### src/rtl/board_write_ctrl.sv
// rtl/board_write_ctrl.sv - checkerboard RAM write-port owner: CLEAR sweep, PLACE, UNDO with move stack
module board_write_ctrl #(
  parameter int EDGE_ADDR_BITS = 3,
  parameter int DATA_BITS      = 2
) (
  input  logic                          clk,
  input  logic                          rst_n,
  input  logic                          cmd_valid,
  output logic                          cmd_ready,
  input  logic [1:0]                    cmd_op,
  input  logic [2*EDGE_ADDR_BITS-1:0]   cmd_pos,
  input  logic                          cmd_color,
  output logic                          ram_we,
  output logic [2*EDGE_ADDR_BITS-1:0]   ram_wr_addr,
  output logic [DATA_BITS-1:0]          ram_wr_data,
  output logic [2*EDGE_ADDR_BITS:0]     piece_count,
  output logic [2*EDGE_ADDR_BITS-1:0]   undone_pos,
  output logic                          done,
  output logic                          err
);

  localparam int PW    = 2 * EDGE_ADDR_BITS;
  localparam int CW    = PW + 1;
  localparam int CELLS = 1 << PW;
  localparam logic [CW-1:0] FULL = CW'(CELLS);

  localparam logic [1:0] OP_CLEAR = 2'b01;
  localparam logic [1:0] OP_PLACE = 2'b10;
  localparam logic [1:0] OP_UNDO  = 2'b11;

  localparam logic [DATA_BITS-1:0] RED   = DATA_BITS'(1);
  localparam logic [DATA_BITS-1:0] GREEN = DATA_BITS'(2);

  typedef enum logic [2:0] {
    S_IDLE, S_CLEAR, S_PLACE, S_UNDO_RD, S_UNDO_WR, S_FIN
  } state_t;

  state_t                 state_q;
  logic                   ram_we_q;
  logic [PW-1:0]          ram_wr_addr_q;
  logic [DATA_BITS-1:0]   ram_wr_data_q;
  logic [CW-1:0]          piece_count_q;
  logic [PW-1:0]          undone_pos_q;
  logic                   done_q;
  logic                   err_q;
  logic [CW-1:0]          clr_cnt_q;
  logic [PW-1:0]          pop_q;
  logic [PW-1:0]          stack_q [CELLS];

  logic                   accept_d;
  logic                   push_d;
  logic [PW-1:0]          top_idx_d;

  // piece_count doubles as the move-stack pointer: entry i holds the (i+1)-th placed cell
  assign cmd_ready = (state_q == S_IDLE);
  assign accept_d  = cmd_valid & cmd_ready;
  assign push_d    = accept_d && (cmd_op == OP_PLACE) && (piece_count_q != FULL);
  assign top_idx_d = piece_count_q[PW-1:0] - PW'(1);

  assign ram_we      = ram_we_q;
  assign ram_wr_addr = ram_wr_addr_q;
  assign ram_wr_data = ram_wr_data_q;
  assign piece_count = piece_count_q;
  assign undone_pos  = undone_pos_q;
  assign done        = done_q;
  assign err         = err_q;

  // Move-history stack: push on accepted PLACE, synchronous pop read in UNDO_RD
  always_ff @(posedge clk) begin
    if (push_d) stack_q[piece_count_q[PW-1:0]] <= cmd_pos;
    if (state_q == S_UNDO_RD) pop_q <= stack_q[top_idx_d];
  end

  // Command sequencer with registered RAM write port and completion pulses
  always_ff @(posedge clk or negedge rst_n) begin
    if (!rst_n) begin
      state_q       <= S_IDLE;
      ram_we_q      <= 1'b0;
      ram_wr_addr_q <= '0;
      ram_wr_data_q <= '0;
      piece_count_q <= '0;
      undone_pos_q  <= '0;
      done_q        <= 1'b0;
      err_q         <= 1'b0;
      clr_cnt_q     <= '0;
    end else begin
      done_q <= 1'b0;
      err_q  <= 1'b0;
      case (state_q)
        S_IDLE: begin
          if (accept_d) begin
            case (cmd_op)
              OP_CLEAR: begin
                clr_cnt_q <= '0;
                state_q   <= S_CLEAR;
              end
              OP_PLACE: begin
                if (piece_count_q == FULL) begin
                  done_q  <= 1'b1;
                  err_q   <= 1'b1;
                  state_q <= S_FIN;
                end else begin
                  ram_we_q      <= 1'b1;
                  ram_wr_addr_q <= cmd_pos;
                  ram_wr_data_q <= cmd_color ? GREEN : RED;
                  piece_count_q <= piece_count_q + CW'(1);
                  state_q       <= S_PLACE;
                end
              end
              OP_UNDO: begin
                if (piece_count_q == '0) begin
                  done_q  <= 1'b1;
                  err_q   <= 1'b1;
                  state_q <= S_FIN;
                end else begin
                  state_q <= S_UNDO_RD;
                end
              end
              default: ;
            endcase
          end
        end
        S_CLEAR: begin
          // counter is one bit wider than the address so it stops after the last cell instead of wrapping
          if (clr_cnt_q == FULL) begin
            ram_we_q      <= 1'b0;
            piece_count_q <= '0;
            done_q        <= 1'b1;
            state_q       <= S_FIN;
          end else begin
            ram_we_q      <= 1'b1;
            ram_wr_addr_q <= clr_cnt_q[PW-1:0];
            ram_wr_data_q <= '0;
            clr_cnt_q     <= clr_cnt_q + CW'(1);
          end
        end
        S_PLACE: begin
          ram_we_q <= 1'b0;
          done_q   <= 1'b1;
          state_q  <= S_FIN;
        end
        S_UNDO_RD: begin
          state_q <= S_UNDO_WR;
        end
        S_UNDO_WR: begin
          // first cycle issues the erase write, second cycle releases it
          if (!ram_we_q) begin
            ram_we_q      <= 1'b1;
            ram_wr_addr_q <= pop_q;
            ram_wr_data_q <= '0;
            undone_pos_q  <= pop_q;
            piece_count_q <= piece_count_q - CW'(1);
          end else begin
            ram_we_q <= 1'b0;
            done_q   <= 1'b1;
            state_q  <= S_FIN;
          end
        end
        S_FIN: begin
          state_q <= S_IDLE;
        end
        default: begin
          state_q <= S_IDLE;
        end
      endcase
    end
  end

endmodule

### config.mk
export PLATFORM = sky130hd
export DESIGN_NAME = board_write_ctrl
export DESIGN_NICKNAME = d
export VERILOG_FILES = /design/src/rtl/board_write_ctrl.sv
export SDC_FILE = /design/constraint.sdc
export NUM_CORES = 1
export LEC_CHECK = 0
export CELL_PAD_IN_SITES_DETAIL_PLACEMENT = 0
export CELL_PAD_IN_SITES_GLOBAL_PLACEMENT = 1
export CORE_ASPECT_RATIO = 0.5
export CORE_MARGIN = 5
export CORE_UTILIZATION = 43
export DETAILED_ROUTE_END_ITERATION = 8
export PLACE_DENSITY_LB_ADDON = 0.1
export SKIP_CTS_REPAIR_TIMING = 1
export SYNTH_ARGS = -nofsm -noshare
export SYNTH_HDL_FRONTEND = slang
export SYNTH_SLANG_ARGS = --single-unit
export TNS_END_PERCENT = 100
### constraint.sdc
create_clock -name clk -period 3.5 [get_ports clk]
set_clock_uncertainty 0.15 [all_clocks]
set_input_delay 1.05 -clock clk [delete_from_list [all_inputs] [get_ports clk]]
set_output_delay 1.05 -clock clk [all_outputs]
set_load 0.1 [all_outputs]
After elaboration in Yosys (flattened, before gate mapping)
Memory sizes are Yosys's and may differ from the RTL's. A register that Yosys moved wholly into a read port is not among the register bits.
Cells that the tools add are included.
{"block": "totals", "ff_bits": 34, "ram_bits": 384, "inputBits": 12, "output_inout_bits": 25, "word_cells": 94, "memories": 1}
{"name": "stack_q", "words": 64, "word_bits": 6, "read_ports": 1, "rd_clocked_by_memory_dff": 1, "wr": 1, "line": "48", "source": "logic [PW-1:0] stack_q [CELLS];"}
{"block": "op_classes", "add_sub_neg": 4, "n_eq_ne": 19, "n_mux": 46, "bitwise_logic": 2, "n_reduce_logical": 13}
{"operator": "7-bit two-way mux", "count": 8}
{"operator": "6-bit two-way mux", "count": 5}
{"operator": "7-bit case mux with 3 select lines", "count": 1}
{"operator": "6-bit case mux with 3 select lines", "count": 1}
{"operator": "3-bit two-way mux", "count": 5}
{"operator": "3-bit case mux with 5 select lines", "count": 1}
{"operator": "7-bit by 1-bit adder with 7-bit output, second input constant", "count": 2}
{"operator": "7-bit equality test, second input constant", "count": 2}
{"operator": "7-bit case mux with 2 select lines", "count": 1}
{"operator": "1-bit two-way mux", "count": 13}
{"operator": "2-bit two-way mux", "count": 6}
{"operator": "4-bit AND reduction", "count": 3}
{"operator": "6-bit AND reduction", "count": 2}
{"operator": "2-bit != test, second input constant", "count": 5}
{"operator": "3-bit case mux with 3 select lines", "count": 1}
{"operator": "1-bit case mux with 4 select lines", "count": 2}
{"operator": "7-bit zero test", "count": 1}
{"operator": "7-bit != test, second input constant", "count": 1}
{"operator": "7-bit by 1-bit subtractor with 7-bit output, second input constant", "count": 1}
{"operator": "3-bit by 2-bit equality test with 1-bit output, second input constant", "count": 2}
{"operator": "2-bit by 1-bit != test with 1-bit output, second input constant", "count": 3}
{"operator": "2-bit case mux with 3 select lines", "count": 1}
{"operator": "6-bit by 1-bit subtractor with 6-bit output, second input constant", "count": 1}
{"operator": "2-bit equality test, second input constant", "count": 2}
{"operator": "13 further kinds", "count": 14}

Logic depth before layout (Yosys ltp)
{"block": "logic_depth", "word_depth": 6, "ltp_mapped": 12, "mapped_depth_nobuf": 9}

Least setup slack after synthesis
No wires, ideal clock.
{"block": "synth_path", "path_kind": "reg-to-reg", "start": "reg piece_count_q[0] (netlist: piece_count[0])", "end": "reg pop_q[0] (read register of stack_q) (data pin)", "setup_time_ns": 0.282, "arrival_ns": 3.607, "setup_slack_ns": -0.539, "path_stages_with_launch": 13, "path_cell_list": "dfrtp_1 -> clkbuf_2 -> buf_6 -> buf_4 -> inv_1 -> ha_1 -> clkbuf_1 -> buf_2 -> clkbuf_1 -> mux4_2 -> mux4_2 -> mux2i_1 -> mux2i_1"}
{"block": "synth_via", "elab_chain_cells": 1}
{"item": "start, declared", "line": "42", "source": "logic [CW-1:0] piece_count_q;"}
{"item": "start signal, assigned", "line": "106", "source": "piece_count_q <= piece_count_q + CW'(1);"}
{"item": "start signal, assigned", "line": "152", "source": "piece_count_q <= piece_count_q - CW'(1);"}
{"item": "6-bit by 1-bit subtractor with 6-bit output", "line": "58", "source": "assign top_idx_d = piece_count_q[PW-1:0] - PW'(1);"}
{"item": "end, declared", "line": "47", "source": "logic [PW-1:0] pop_q;"}
Every way passes these cells.
A chain may end at the register's enable or synchronous reset.

Worst setup path in the final report
{"block": "layout_path", "start": "reg state_q[1]", "end": "out cmd_ready"}
{"block": "layout_via", "elab_chain_cells": 1}
{"item": "start, declared", "line": "38", "source": "state_t state_q;"}
{"item": "start signal, assigned", "line": "77", "source": "state_q <= S_IDLE;"}
{"item": "start signal, assigned", "line": "95", "source": "state_q <= S_CLEAR;"}
{"item": "start signal, assigned", "line": "101", "source": "state_q <= S_FIN;"}
{"item": "3-bit zero test", "line": "55", "source": "assign cmd_ready = (state_q == S_IDLE);"}
{"item": "end, declared", "line": "9", "source": "output logic cmd_ready,"}
Every way passes these cells.

==> results.cfg <==
[global_routing]
first_global_vias = 9003
antenna_found_initial = 2
grt_use_total = 0.186
grt_pass1_wl_mm = 60.2
overflow = 0
grt_max_degree = 61

[floorplanning]
die_h_um = 152
initial_utilization = 0.440
core_um2 = 39300
die_x_um = 293
placementRows = 51
dieArea_um2 = 44500
ios = 37

[power_and_ir_drop]
switching_share = 0.358
power_density_nw_per_um2 = 860
sequentialPowerShare = 0.342
p_int_mw = 11.1
peakVddDrop_mv = 0.506
clockPowerShare = 0.230
p_leak_nw = 6.77
p_comb_frac = 0.429
p_sw_mw = 6.22

[finish]
multi_input_area_um2 = 4470
drive_gt1_frac = 0.325
fill_cells = 3225
syn2layout_area_growth_pct = 16.7
fin_cells = 1577
regArea_um2 = 12600
finish.utilization = 0.513
stdcell_area_um2 = 20200
nets = 1045
diodes = 0

[synthesis]
yosys_register_bits = 424
yosysWarnings = 0
synth_common_cells = edfxtp_1 (390), mux4_2 (120), nor2_1 (82)
syn_avg_cell_area_um2 = 19.7
synth.area.top_cells = edfxtp_1 (68%), mux4_2 (16%), dfrtp_1 (4.9%)
synth_cells = 876
yosysSeqAreaShare = 0.727
synthArstFlopShare = 0.0802
synth_area_um2 = 17300
synth_top_area_frac = 0.678
yosys.cell_count.top_type = edfxtp_1
synth_top_area_cell = edfxtp_1
postSynthNetCount = 897
synth_flop_cell = edfxtp_1
synth.distinct_cells = 64
synth_edf_count = 390

[drt]
wl_per_cell_um = 25.6
ant_nets = 0
drt-vias-per-instance = 5.60
drt_iter0_drc = 832
drt-pass1-iter-count = 5
dr_total_vias = 8828
drc = 0
wirelength_mm = 40.4

[sta]
period_needed_ps = 3300
fmax_ghz = 0.303
setup_tns_ps = 0
slew_headroom = 0.263
tightest_slew_ps = 1100
drv_slew = 0
finalCritPeriodShare = 0.942
hold_violations = 0
setup_viol = 0
worst_slack_ps = 204
rsz0062_at_grt = false

[clock_network]
cts.reportedPaths.clkPinSlew_ps = 70
cts_tree = built
numCtsBuffers = 39
clock_latency_ps = 540
cts_root_buf = clkbuf_16
cts_buffer_depth = 3
clock-sinks = 424
htreeDepth = 2

[placed_design]
dp.cells = 1513
dpl-instance-area_um2 = 19000
port_buffers = 36
dpl_worst_slack_ps = 91.0
place_hpwl_mm = 26.8
place.gp.congestion = 0.800

[hold_path]
hold_class = flip-flop to flip-flop

[flow_run]
cap_violations = 0

[setup_path]
path_buf_inv = 1
cp_max_fo = 18
setup.worst_path.class = flip-flop to output pin
end_kind = output pin
start_kind = flip-flop
path_delay_family = simple AND/OR/NAND/NOR gates
crit_required_ps = 2300
cp_cell_sequence = or2_1, nor2_1, buf_12
critPathSlowestCell = dfrtp_1
arrival_ps = 2100
slowest_delay_ps = 600

[run_status]
run_status = finished clean
[cell families (layout without fill, tap and decap cells)]
kind of cell,after synthesis,after routing,share of synthesized area
flops,424,424,0.727
simple gates,151,151,0.0405
mux,150,150,0.174
buf+inv,57,228,0.0164
fa+ha+maj,9,9,0.00695
xor+xnor,10,10,0.00550
compound gates,75,75,0.0294
[through the flow]
stage | hold WS, ps | total power [mW]
after floorplan | 332 | 11.2
after global placement | 324 | 13.5
final | 336 | 17.4
after global routing | 373 | 18.2
after CTS | 342 | 17.6
after detailed placement | 328 | 13.6
[state kept, by name, summed over array words and instances (netlist names)]
name,cells
ram_wr_data,2
state_q,3
pop_q,6
piece_count,7
ram_we,1
err,1
undone_pos,6
done,1
ram_wr_addr,6
stack_q,384
clr_cnt_q,7
[power by group through the flow]
stage	sequential, mW	combinational [mW]	clock (mW)
after floorplan	6.77	4.44	0
after global routing	5.95	7.94	4.31
after global placement	6.04	7.51	0
final	5.93	7.44	3.99
after CTS	5.93	7.56	4.09
after detailed placement	6.04	7.54	0
[placed cells by master, fill, tap and decap left out, drive strengths merged, types with 6 or more instances in the layout]
| master | count |
|---|---|
| edfxtp | 390 |
| buf | 148 |
| mux4 | 120 |
| nor2 | 82 |
| clkbuf | 49 |
| dfrtp | 34 |
| nand2 | 26 |
| mux2i | 24 |
| o21ai | 22 |
| inv | 13 |
| clkinv | 11 |
| a21oi | 10 |
| ha | 8 |
| mux2 | 6 |
| nor2b | 6 |
| a31oi | 6 |
| nor3 | 6 |
[final cells by class]
class	instances	share of cell area
Timing Repair Buffer	152	0.0624
Clock buffer	49	0.0518
Multi-Input combinational cell	395	0.222
Tap cell	530	0.0329
Inverter	12	0.00223
Sequential cell	424	0.623
Clock inverter	15	0.00583
[worst min-delay path, cell delays in order (launching register included)]
cell     delay (ps)
dfrtp_1         340
nand2_1          50
o21ai_1          60
[final timing paths]
path / cells after the start / start / end / slack (ps)
setup / recovery: 3 / state_q[1]$_DFFE_PN0P_ / cmd_ready / 200
hold / removal: 2 / ram_wr_addr[5]$_DFFE_PN0P_ / ram_wr_addr[5]$_DFFE_PN0P_ / 340
setup reg to reg: 7 / piece_count[0]$_DFFE_PN0P_ / pop_q[3]$_DFFE_PP_ / 310
hold reg to reg: 2 / ram_wr_addr[5]$_DFFE_PN0P_ / ram_wr_addr[5]$_DFFE_PN0P_ / 340
max in group asynchronous: 1 / rst_n / piece_count[0]$_DFFE_PN0P_ / 2160
min in group asynchronous: 1 / rst_n / piece_count[5]$_DFFE_PN0P_ / 450
[layer usage]
metal  vias up  global-route usage  share of wire
met2       247               0.280           0.44
li1       3874                   -              -
met1      4668               0.283           0.48
met3        39              0.0437          0.074
met4         0              0.0303          0.012
met5         -                   0              0
Note: power is estimated with default switching activity, not from simulation.
